--- config.mk ---
export PLATFORM = sky130hd
export DESIGN_NAME = debounce_edge
export DESIGN_NICKNAME = d
export VERILOG_FILES = /design/src/rtl/debounce_pkg.sv /design/src/rtl/sync_chain.sv /design/src/rtl/debounce_edge.sv
export SDC_FILE = /design/constraint.sdc
export NUM_CORES = 1
export LEC_CHECK = 0
export CAP_MARGIN = 40
export CORE_AREA = 3 3 40 42
export CTS_CLUSTER_DIAMETER = 40
export DETAILED_ROUTE_END_ITERATION = 8
export DIE_AREA = 0 0 43 45
export GPL_ROUTABILITY_DRIVEN = 0
export PLACE_DENSITY = 0.52
export SLEW_MARGIN = 20
export SYNTH_ARGS = -nofsm -noshare
export SYNTH_HDL_FRONTEND = slang
export SYNTH_SLANG_ARGS = --single-unit
--- constraint.sdc ---
create_clock -name clk -period 3.1 [get_ports clk]
set_clock_uncertainty 0.1 [all_clocks]
set_input_delay 0.31 -clock clk [delete_from_list [all_inputs] [get_ports clk]]
set_output_delay 0.31 -clock clk [all_outputs]
set_load 0.01 [all_outputs]
--- src/rtl/debounce_pkg.sv ---
// Shared types and parameter defaults for the debounce/edge-detect block.
package debounce_pkg;

  localparam int SYNC_STAGES_DEF = 2;
  localparam int DB_CYCLES_DEF   = 4;

  typedef enum logic [1:0] {
    S_LOW,
    S_CHK_HIGH,
    S_HIGH,
    S_CHK_LOW
  } db_state_t;

endpackage

--- src/rtl/sync_chain.sv ---
// Multi-flop synchronizer for an asynchronous level; q_o is the last stage.
module sync_chain #(
  parameter int DEPTH = 2
) (
  input  logic clk,
  input  logic reset,
  input  logic d_i,
  output logic q_o
);

  logic [DEPTH-1:0] r_sync;

  always_ff @(posedge clk or negedge reset) begin
    if (!reset) r_sync <= '0;
    else        r_sync <= {r_sync[DEPTH-2:0], d_i};
  end

  assign q_o = r_sync[DEPTH-1];

endmodule

--- src/rtl/debounce_edge.sv ---
// Synchronizes and debounces a bouncing level, emitting registered rise/fall pulses.
//   state      | meaning
//   S_LOW      | stable low, waiting for sync=1
//   S_CHK_HIGH | qualifying a candidate rise, cnt = high samples seen
//   S_HIGH     | stable high, waiting for sync=0
//   S_CHK_LOW  | qualifying a candidate fall, cnt = low samples seen
module debounce_edge
  import debounce_pkg::*;
#(
  parameter int SYNC_STAGES = SYNC_STAGES_DEF,
  parameter int DB_CYCLES   = DB_CYCLES_DEF
) (
  input  logic clk,
  input  logic reset,
  input  logic raw_i,
  output logic stable_o,
  output logic rise_o,
  output logic fall_o,
  output logic busy_o
);

  localparam int             CW       = $clog2(DB_CYCLES);
  localparam logic [CW-1:0]  CNT_LAST = CW'(DB_CYCLES - 1);

  logic          w_sync;
  db_state_t     r_state, w_state_nxt;
  logic [CW-1:0] r_cnt, w_cnt_nxt;
  logic          r_stable, w_stable_nxt;
  logic          r_rise, w_rise_nxt;
  logic          r_fall, w_fall_nxt;

  sync_chain #(.DEPTH(SYNC_STAGES)) u_sync (
    .clk   (clk),
    .reset (reset),
    .d_i   (raw_i),
    .q_o   (w_sync)
  );

  always_ff @(posedge clk or negedge reset) begin
    if (!reset) begin
      r_state  <= S_LOW;
      r_cnt    <= '0;
      r_stable <= 1'b0;
      r_rise   <= 1'b0;
      r_fall   <= 1'b0;
    end else begin
      r_state  <= w_state_nxt;
      r_cnt    <= w_cnt_nxt;
      r_stable <= w_stable_nxt;
      r_rise   <= w_rise_nxt;
      r_fall   <= w_fall_nxt;
    end
  end

  // The qualifying sample that enters a CHK state counts as the first of DB_CYCLES.
  always_comb begin
    w_state_nxt  = r_state;
    w_cnt_nxt    = r_cnt;
    w_stable_nxt = r_stable;
    w_rise_nxt   = 1'b0;
    w_fall_nxt   = 1'b0;
    case (r_state)
      S_LOW: begin
        if (w_sync) begin
          w_state_nxt = S_CHK_HIGH;
          w_cnt_nxt   = CW'(1);
        end
      end
      S_CHK_HIGH: begin
        if (!w_sync) begin
          w_state_nxt = S_LOW;
          w_cnt_nxt   = '0;
        end else if (r_cnt == CNT_LAST) begin
          w_state_nxt  = S_HIGH;
          w_cnt_nxt    = '0;
          w_stable_nxt = 1'b1;
          w_rise_nxt   = 1'b1;
        end else begin
          w_cnt_nxt = r_cnt + CW'(1);
        end
      end
      S_HIGH: begin
        if (!w_sync) begin
          w_state_nxt = S_CHK_LOW;
          w_cnt_nxt   = CW'(1);
        end
      end
      S_CHK_LOW: begin
        if (w_sync) begin
          w_state_nxt = S_HIGH;
          w_cnt_nxt   = '0;
        end else if (r_cnt == CNT_LAST) begin
          w_state_nxt  = S_LOW;
          w_cnt_nxt    = '0;
          w_stable_nxt = 1'b0;
          w_fall_nxt   = 1'b1;
        end else begin
          w_cnt_nxt = r_cnt + CW'(1);
        end
      end
      default: begin
        w_state_nxt = S_LOW;
        w_cnt_nxt   = '0;
      end
    endcase
  end

  assign stable_o = r_stable;
  assign rise_o   = r_rise;
  assign fall_o   = r_fall;
  assign busy_o   = (r_state == S_CHK_HIGH) || (r_state == S_CHK_LOW);

endmodule

==> results by stage, run 1 <==
Run status:
- The run finished with clean final reports.

Clock tree:
- Counting along the longest clock path gives a buffer depth of 2.
- After clock tree synthesis, the flow added hold-fix buffers numbering 0.
- The quantity of gates resized following cts is 0.
- The number of sinks driven by the clock tree is 9.
- The buffer count from post-CTS setup fixing is 0.
- In this run the number of H-tree levels came out at 1.
- The root buffer cell chosen for the clock tree is sky130_fd_sc_hd__clkbuf_4.
- After clock tree synthesis, the clock-pin slew on the worst setup and hold paths is 0.06 ns.
- The TritonCTS clock tree is yes.
- The number of buffers inserted during clock tree synthesis is 3.
- The later pin in the worst-skew pair is clocked with a latency of 0.25 ns.

Detailed routing:
- After detailed routing, the total wire length is 518 um.
- In the routed layout, each cell is associated on average with a via count of 4.26.
- The average wire per cell in the routed design is 10.4 um.
- The total number of vias is 213.
- The count of nets left with antenna violations once routing finished came out at 0.
- For this run, the detailed router's first-pass iteration total came to 2.
- In the routed design, unresolved DRC markers number 0.
- The violation count after the first detailed-route iteration is 1.

Layout:
- The finished layout holds 50 standard cells, fillers aside.
- The filler cells instantiated in the layout total 138.
- The post-route netlist has 20.0% of its cells at a drive strength greater than 1.
- The number of antenna diodes in the final layout is 0.
- Relative to the synthesized area, the layout overhead comes to 27.9%.
- After the last flow step, the layout net total stands at 40.

Timing:
- The total negative slack is 0 ns.
- Setup repair after global routing left no endpoint under its margin.
- After layout, the minimum clock period comes to 1.66 ns.
- The number of failing hold endpoints at the final stage is 0.
- Measured against its own limit, the worst slew margin works out to 73.9%.
- The final number of max-transition violations is 0.
- The final cycle utilization of the critical path is 53.6%.
- Based on the critical path, the design can be clocked at up to 601 MHz.
- The final number of setup-violating endpoints is 0.
- For the pin with the worst max-slew slack, the measured transition is 0.391 ns.

Die:
- The core footprint is 1280 um^2.
- The die boundary height is 45 um.
- The full die area is 1940 um^2.
- The initialized floorplan defines 13 standard-cell rows.
- Once the floorplan was initialized, standard cells occupied 28.2% of the core.
- The die span in x is 43 um.
- The number of I/O pins is 7.

Pwr:
- For this design the total switching power over the nets is 0.000112 W.
- The standby leakage power is 0.195 nW.
- The share of total power dissipated in combinational logic is 27.6%.
- Of the total power, the share spent switching nets is 30.3%.
- The share of total power dissipated in sequential elements is 48.5%.
- For this design the ratio of total power to cell area is 792 nW/um^2.
- Cell internal power was estimated by the tool at 0.000256 W.
- Across the VDD grid, the largest voltage drop is 0.000329 V.
- Per report_power, the clock group accounts for 23.9% of the total.

Logic synthesis:
- The synthesized netlist net count is 30.
- Summing the sequential cell areas from Yosys gives 62.1% of the chip area.
- By area the synthesized netlist is led by sky130_fd_sc_hd__dfrtp_1, sky130_fd_sc_hd__xor2_2, sky130_fd_sc_hd__and4b_4, sky130_fd_sc_hd__a211oi_2, sky130_fd_sc_hd__ha_1.
- The largest total area in the synthesized netlist belongs to sky130_fd_sc_hd__dfrtp_1.
- Summing every instance area after synthesis gives 363 um^2.
- The number of different library cells used by synthesis comes to 18.
- The proportion of netlist area held by the largest area contributor is 62.1%.
- The synthesized netlist cell count is 26.
- Each instance of the synthesized netlist takes up on average 14.0 um^2.
- The register bit total from synthesis is 9.
- The count of yosys warnings during synthesis is 0.

Global routing:
- The number of antenna violations at the first check in global routing is 0.
- The total overflow left after global routing is 0.
- The global-route wire length before repair is 945 um.
- Global routing used 7.26% of the available tracks.
- The largest net degree at the start of global routing is 10.
- The number of global-route vias before repair was 240.

Critical path:
- The biggest cell delay along the critical path is 0.57 ns.
- The worst setup path is captured at a primary output.
- Traced cell by cell, the critical path runs through clkdlybuf4s50_1.
- The most critical setup path has its startpoint at r_state[0].
- The kind of cell adding the most delay to the critical path is buffers and inverters.
- The worst path required time is 2.69 ns.
- The kind of launch point of the worst setup path is a flip-flop.
- The critical path arrival is 1.25 ns.
- The worst setup path is of the flip-flop to primary output kind.
- The sum of buffers and inverters on the critical path is 1.
- On the critical path, the stage with the largest delay is an instance of sky130_fd_sc_hd__clkdlybuf4s50_1.
- The worst-path maximum fanout is 7.
- In this run the critical register-to-register path is launched from r_cnt[0].

Min path:
- The path class of the tightest hold or removal check is input pin to asynchronous set/reset pin.

Run:
- The number of maximum-capacitance violations is 0.

Place:
- During placement, the flow inserted port buffers numbering 6.
- The total half-perimeter wirelength after legalization and detailed placement is 393 um.
- Including well taps, the total number of placed cells is 46.
## metal layers
metal  GRT usage [%]  up-vias  routed length, um
met5               0        -                  0
met3            2.39        0                 28
met2            9.58        6                241
met4            7.23        0                  0
met1            9.05      103                248
li1                -      104                  -
## cell usage after synthesis, drive strengths merged
cell type	count
o21ai	1
ha	1
mux2	1
dfrtp	9
inv	1
nand3b	1
mux2i	1
nand2b	1
nand2	2
and4b	1
a211oi	1
clkbuf	1
o21a	1
nor3b	1
xor2	1
nor2	1
and2	1
## kinds of logic (layout without fill, tap and decap cells)
logic type      count (synthesis)  in the layout  synth area share, %
mux                             2              2                 5.86
compound gates                  3              3                 6.90
simple gates                    8              8                 15.2
flops                           9              9                 62.1
buf+inv                         2             11                 2.07
fa+ha+maj                       1              1                 3.45
xor+xnor                        1              1                 4.48
## placed cells by master, fill, tap and decap left out, drive strengths merged
cell           n
o21ai          1
and2           1
nand2b         1
clkbuf         4
and4b          1
mux2           1
ha             1
dfrtp          9
nand2          2
inv            1
nor2           1
o21a           1
mux2i          1
a211oi         1
clkdlybuf4s50  6
xor2           1
nor3b          1
nand3b         1
## per-stage QoR
stage	hold slack, ns	setup WS (ns)	power [W]	util (%)	instance area [um^2]
2_1_floorplan	-0.0856	1.88	0.000247	-	363
3_3_place_gp	0.237	1.72	0.000279	34.1	438
3_5_place_dp	0.243	1.71	0.000284	34.1	438
4_1_cts	0.257	1.42	0.000375	36.1	464
5_1_grt	0.266	1.38	0.000396	36.1	464
6_report	0.245	1.44	0.000368	36.1	464
## power by group through the flow
stage / logic, W / registers, W / clock network, W
after floorplan: 0.0000704 / 0.000177 / 0
after global placement: 0.0000998 / 0.000179 / 0
after detailed placement: 0.000103 / 0.000181 / 0
after CTS: 0.000104 / 0.000179 / 0.0000919
after global routing: 0.000114 / 0.000187 / 0.0000958
final: 0.000102 / 0.000178 / 0.0000878
## path summary, 6_finish.rpt
check	endpoint	slack, ns	cells after the start
worst max-delay path	busy_o	1.44	1
worst min-delay path	asynchronous set/reset pin	0.24	1
worst max register to register	flip-flop	1.83	3
worst min register to register	u_sync.r_sync[1]	0.25	0
max in group asynchronous	fall_o	2.38	1
min in group clk	u_sync.r_sync[1]	0.25	0
## final cells by class
class,instances,area (um^2),area share (%)
repair buffers,6,60.1,12.9
flip-flops and latches,9,225,48.5
multi-input cells,15,130,28.0
well taps,15,18.8,4.04
inverters,1,3.75,0.809
clock buffers,4,26.3,5.66
Note: power is estimated with default switching activity, not from simulation.
==> run 2, diff against run 1 <==
==> constraint.sdc (replaced) <==
create_clock -name clk -period 1.55 [get_ports clk]
set_clock_uncertainty 0.1 [all_clocks]
set_input_delay 0.155 -clock clk [delete_from_list [all_inputs] [get_ports clk]]
set_output_delay 0.155 -clock clk [all_outputs]
set_load 0.01 [all_outputs]
==> run 2 against run 1 <==
  * Critical endpoint unchanged
  * Wire length is 7.5% higher
  * Worst hold slack worse by 0.15 ns
  * Highest routed layer unchanged
  * Global-route usage increased by 0.066 points
==> results by stage, run 2 (same netlist as run 1, synthesis figures left out) <==
Run status:
- The run finished with clean final reports.

Clock tree:
- In this run the number of H-tree levels came out at 1.
- Clock-pin slew was measured on the worst setup and hold paths at 0.06 ns.
- The tree built by TritonCTS fans out to 9 sinks.
- The TritonCTS clock tree is yes.
- The number of buffers between clock root and the deepest sink is 2.
- The count of hold-fix buffers inserted at cts is 0.
- The clock insertion delay at the later pin of the skew report is 0.25 ns.
- The buffer count from post-CTS setup fixing is 0.
- CTS placed an instance of sky130_fd_sc_hd__clkbuf_4 at the clock tree root.
- The number of gates resized after CTS was 1.
- TritonCTS created 3 clock buffers.

Detailed routing:
- The final route contains 214 vias.
- Once detail routing completed, the nets flagged for antenna violations numbered 0.
- The vias per cell is 4.28.
- The average wire per cell in the routed design is 11.1 um.
- Summed over all layers, the routed wires come to 557 um.
- The first routing iteration left 0 violations.
- For this run, the detailed router's first-pass iteration total came to 1.
- The remaining design rule violation count is 0.

Die:
- Measured along the y axis, the die boundary spans 45 um.
- The core footprint is 1280 um^2.
- After floorplanning, the core was divided into 13 placement rows.
- The die covers 1940 um^2.
- The die span in x is 43 um.
- The initial core utilization is 28.2%.
- The number of I/O pins is 7.

Global routing:
- The number of antenna violations at the first check in global routing is 0.
- The largest net degree at the start of global routing is 10.
- The met2 track utilization from global routing is 11.1%.
- The global-route congestion overflow total is 0.
- The most used routing layer is met2.
- For met1 alone, demand over resource in global routing was 8.73%.
- For this run, global-route usage on met3 was measured as 3.59%.
- The number of global-route vias before repair is 236.
- Global routing used 7.33% of the available tracks.
- The first global-routing pass estimated 1010 um of wire.

Layout:
- The final non-filler cell total is 50.
- Compared with the post-synthesis result, the final layout area differs by 28.3%.
- The post-layout net count is 40.
- 0 antenna diodes ended up in the layout.
- Of the cells placed in the final design, the portion with a size suffix greater than 1 is 22.9%.
- The filler cells instantiated in the layout total 139.
- The most frequent standard cell in the layout excluding fill and tap cells is sky130_fd_sc_hd__dfrtp_1.
- The post-route core utilization is 36.2%.
- In the layout the commonest cells are sky130_fd_sc_hd__dfrtp_1, sky130_fd_sc_hd__clkdlybuf4s50_1, sky130_fd_sc_hd__clkbuf_4.

Timing:
- Static timing analysis puts the maximum clock frequency at 676 MHz.
- The number of failing hold endpoints at the final stage is 0.
- The final number of setup-violating endpoints is 0.
- The final-layout worst hold slack is 0.0927 ns.
- The worst pin sits at a relative slew slack of 73.5%.
- Setup repair after global routing left no endpoint under its margin.
- Setup total negative slack on the finished layout was measured at 0 ns.
- The final number of max-transition violations is 0.
- The actual slew at the worst max-slew pin is 0.396 ns.
- The smallest clock period supported by the final layout is computed as 1.48 ns.
- The final cycle utilization of the critical path is 95.4%.

Run:
- The number of maximum-capacitance violations is 0.

Place:
- The total instance count after detailed placement is 46.
- Detailed placement ended at an HPWL of 417 um.
- The number of buffers inserted by port buffering is 6.

Critical path:
- Walking the worst path, the cells encountered are clkdlybuf4s50_1.
- Together, buffers and inverters on the worst path number 1.
- The kind of launch point of the worst setup path is a flip-flop.
- Measured in cells, the most critical reg-to-reg path has a length of 3.
- The biggest cell delay along the critical path is 0.55 ns.
- The critical path capture point type is a primary output.
- The kind of critical path is flip-flop to primary output.
- The master of the slowest instance on the critical path is sky130_fd_sc_hd__clkdlybuf4s50_1.
- At the worst endpoint, the required time is 1.29 ns.
- STA puts the critical path data arrival time at 1.22 ns.
- The cell depth of the worst setup path is 1.
- The kind of cell adding the most delay to the critical path is buffers and inverters.
- In this run the worst path has a maximum fanout of 7.

Pwr:
- Dividing total power by cell area gives a power density of 1600 nW/um^2.
- IR analysis of the VDD net gives a maximum drop of 0.000443 V.
- In this run the static leakage power is 0.194 nW.

Min path:
- The class of the tightest hold or removal check is input pin to asynchronous set/reset pin.
## run 2: cell count changes in the layout (fill, tap and decap cells not counted)
cell and delta:
sky130_fd_sc_hd__dfrtp_1 -1, sky130_fd_sc_hd__dfrtp_2 +1
## run 2: layer usage
metal / vias to the layer above / part of all wire, % / wire length (um)
met2: 6 / 44 / 245
met4: 0 / 0 / 0
met1: 104 / 50 / 280
met3: 0 / 5.6 / 31
met5: - / 0 / 0
li1: 104 / - / -
## run 2: layout make-up
type | instances | area (um^2) | share of cell area, %
Clock buffer | 4 | 26.3 | 5.65
Tap cell | 15 | 18.8 | 4.03
Multi-Input combinational cell | 15 | 130 | 28.0
Timing Repair Buffer | 6 | 60.1 | 12.9
Sequential cell | 9 | 226 | 48.7
Inverter | 1 | 3.75 | 0.806
## run 2: path summary, 6_finish.rpt
kind,start,to,slack [ns]
max,r_state[0],busy_o,0.07
min,reset,fall_o,0.09
max reg2reg,r_cnt[0],flip-flop,0.25
min reg2reg,u_sync.r_sync[0],u_sync.r_sync[1],0.25
max in group asynchronous,reset,r_state[0],0.96
min in group clk,raw_i,u_sync.r_sync[0],0.24
## run 2: where the power goes
group	internal, W	total [W]	leakage (nW)	switching [W]
Sequential	0.000297	0.000364	0.112	0.0000670
Clock	0.0000987	0.000173	0.0150	0.0000742
Combinational	0.000120	0.000206	0.0670	0.0000858
Total	0.000515	0.000742	0.194	0.000227
## run 2: metrics by stage
step                      total power [W]  cell area [um^2]  worst slack [ns]
final                            0.000742               465            0.0716
after global routing             0.000803               465            0.0313
after CTS                        0.000762               465            0.0516
after detailed placement         0.000577               438             0.263
after global placement           0.000568               438             0.285
after floorplan                  0.000494               363             0.335
==> run 3, diff against run 2 <==
--- a/config.mk
+++ b/config.mk
@@ -6,12 +6,15 @@
 export NUM_CORES = 1
 export LEC_CHECK = 0
 export CAP_MARGIN = 40
+export CELL_PAD_IN_SITES_DETAIL_PLACEMENT = 1
+export CELL_PAD_IN_SITES_GLOBAL_PLACEMENT = 1
 export CORE_AREA = 3 3 40 42
 export CTS_CLUSTER_DIAMETER = 40
 export DETAILED_ROUTE_END_ITERATION = 8
 export DIE_AREA = 0 0 43 45
 export GPL_ROUTABILITY_DRIVEN = 0
-export PLACE_DENSITY = 0.52
+export PLACE_DENSITY = 0.61
+export RECOVER_POWER = 25
 export SLEW_MARGIN = 20
 export SYNTH_ARGS = -nofsm -noshare
 export SYNTH_HDL_FRONTEND = slang
==> run 3 against run 2 <==
  * Cell count stayed put
  * Global-route usage is 1.5 points higher
  * Critical path depth stayed put
  * Sequential share of layout area down 0.13 points
  * Via count up 2.8%
  * Sequential cell count is the same
  * Non-clock buffer count did not move
  * First-iteration DRC count up 1
  * Total power grew 0.97%
  * Wire length up 11%
  * Final area increased by 0.27%
  * Highest routed layer unchanged
==> results by stage, run 3 (same netlist as run 1, synthesis figures left out) <==
Pwr:
- The analysis attributes to cell leakage a power of 0.198 nW.
- The ratio of total power to cell area is 1610 nW/um^2.
- The cell-internal power is 0.000510 W.
- Per report_power, the sequential group accounts for 48.8% of the total.
- The proportion of total power due to net switching is 32.0%.
- The part of the total power dissipated in the clock network is 23.7%.
- The combinational fraction of design power is 27.6%.
- The peak supply drop is 0.000577 V.
- The net switching power is 0.000240 W.

Critical path:
- For this run, the slowest stage of the critical path takes 0.55 ns.
- The kind of critical path is flip-flop to primary output.
- The number of buffers and inverters on the critical path is 1.
- For the worst setup path, the data required time is 1.29 ns.
- The critical path goes through clkdlybuf4s50_1.
- On the critical path, the stage with the largest delay is an instance of sky130_fd_sc_hd__clkdlybuf4s50_1.
- STA classifies the critical path startpoint as a flip-flop.
- STA classifies the critical path endpoint as a primary output.
- STA puts the critical path data arrival time at 1.21 ns.
- The worst-path maximum fanout is 7.
- The kind of cell adding the most delay to the critical path is buffers and inverters.

Place:
- The total instance count after detailed placement is 46.
- The total half-perimeter wirelength after legalization and detailed placement is 512 um.
- Input and output buffers added on the ports amount to 6.

Timing:
- Setup violations remaining at the end of the flow were counted as 0.
- The post-layout minimum cycle time is 1.47 ns.
- Hold is met by 0.152 ns.
- Derived from the worst setup path, the maximum achievable clock frequency is 681 MHz.
- Setup repair after global routing left no endpoint under its margin.
- Measured against its own limit, the worst slew margin works out to 73.2%.
- The final number of max-transition violations came to 0.
- The actual slew at the worst max-slew pin is 0.401 ns.
- Setup total negative slack on the finished layout was measured at 0 ns.
- The number of failing hold endpoints at the final stage is 0.
- In the finished design, the share of the clock period the worst path needs comes to 94.7%.

Layout:
- The post-layout net count is 40.
- Summing all multi-input logic gate instances after layout gives 130 um^2.
- Leaving out fill and tap cells, the most frequent cells in the layout are sky130_fd_sc_hd__dfrtp_1, sky130_fd_sc_hd__clkdlybuf4s50_1, sky130_fd_sc_hd__clkbuf_4, sky130_fd_sc_hd__dlygate4sd3_1.
- The antenna diode count is 0.
- The most frequent standard cell in the layout excluding fill and tap cells is sky130_fd_sc_hd__dfrtp_1.
- Summing all flip-flop and latch instances after layout gives 226 um^2.
- In the final layout, the share of cells above drive strength 1 is 25.7%.
- The filler cells instantiated in the layout total 147.
- After the flow finishes, the layout carries non-filler instances totaling 50.
- The area growth from synthesis to final layout is 28.6%.

Clock tree:
- TritonCTS built the clock tree.
- The count of hold-fix buffers inserted at cts is 0.
- The clock passes through at most 2 buffers.
- CTS built an H-tree with a depth of 1.
- The clock reaches the later pin of the worst-skew pair after 0.26 ns.
- The number of buffers inserted during clock tree synthesis is 3.
- Once the clock tree was built, the resizer swapped 0 gates to a different size.
- The buffer type at the clock tree root is sky130_fd_sc_hd__clkbuf_4.
- Clock-pin slew was measured on the worst setup and hold paths at 0.07 ns.
- The tree built by TritonCTS fans out to 9 sinks.
- Once the clock tree was built, the setup fixing pass inserted 0 buffers.

Detailed routing:
- The violation count after the first detailed-route iteration is 1.
- After detailed routing, the total wire length is 616 um.
- The pre-antenna-repair detailed-routing pass consisted of 2 iterations.
- For this block, the via count after detailed routing is 220.
- Once detail routing completed, the nets flagged for antenna violations numbered 0.
- After detailed routing, the number of remaining DRC violations is 0.
- The average wire per cell in the routed design is 12.3 um.
- After detailed routing, the number of vias per cell comes to 4.40.

Global routing:
- The total overflow left after global routing is 0.
- The number of global-route vias before repair is 263.
- The global-route wire length before repair is 1120 um.
- The number of antenna violations at the first check in global routing is 0.
- In the global route stage, met1 resource usage came out at 8.77%.
- Global routing used 8.86% of the available tracks across all layers.
- The most used routing layer is met2.
- The met2 track utilization from global routing is 13.8%.
- For this run, global-route usage on met3 was measured as 3.59%.
- The largest net degree at the start of global routing is 10.

Die:
- The initial utilization of the core area, before any placement, comes to 28.2%.
- For this design the top-level I/O count stands at 7.
- The core footprint is 1280 um^2.
- Measured along the x axis, the die boundary spans 43 um.
- After floorplanning, the core was divided into 13 placement rows.
- The die is 45 um tall.
- The full die area is 1940 um^2.

Run:
- The number of maximum-capacitance violations is 0.

Run status:
- The run finished with clean final reports.

Min path:
- The min-delay analysis places its worst path in the category input pin to asynchronous set/reset pin.
run 3: cell types whose count changed in the layout (fill, tap and decap cells not counted):
cell	delta
sky130_fd_sc_hd__clkbuf_1	-1
sky130_fd_sc_hd__clkdlybuf4s50_1	-2
sky130_fd_sc_hd__dlygate4sd3_1	+2
sky130_fd_sc_hd__clkinv_2	+1
run 3: worst paths after layout:
kind	slack (ns)	depth (start not counted)	end	startpoint
worst max-delay path	0.08	1	busy_o	r_state[0]
worst min-delay path	0.15	1	fall_o	reset
worst max register to register	0.27	3	flip-flop	r_cnt[0]
worst min register to register	0.25	0	u_sync.r_sync[1]	u_sync.r_sync[0]
max in group asynchronous	0.88	1	r_state[0]	reset
min in group clk	0.25	0	u_sync.r_sync[1]	u_sync.r_sync[0]
run 3: final cells by class:
class / count / area share, %
Sequential cell: 9 / 48.5
Multi-Input combinational cell: 15 / 27.9
Tap cell: 15 / 4.02
Clock inverter: 1 / 1.07
Clock buffer: 3 / 4.83
Inverter: 1 / 0.804
Timing Repair Buffer: 6 / 12.9
run 3: stage by stage:
stage / utilization (%) / power [W] / area, um^2 / setup WS [ns]
after floorplan: - / 0.000494 / 363 / 0.335
after global placement: 34.1 / 0.000556 / 438 / 0.294
after detailed placement: 34.1 / 0.000585 / 438 / 0.275
after CTS: 36.2 / 0.000765 / 465 / 0.00777
after global routing: 36.3 / 0.000813 / 467 / 0.0287
final: 36.3 / 0.000750 / 467 / 0.0821
run 3: power by group through the flow:
stage / clock network, W / logic, W / registers [W]
after floorplan: 0 / 0.000141 / 0.000353
after global placement: 0 / 0.000197 / 0.000359
after detailed placement: 0 / 0.000216 / 0.000369
after CTS: 0.000186 / 0.000215 / 0.000365
after global routing: 0.000205 / 0.000232 / 0.000377
final: 0.000177 / 0.000207 / 0.000366
run 3: per-layer routing:
layer	wire, um	vias up
li1	-	104
met1	253	111
met2	333	5
met3	28	0
met4	0	0
met5	0	-
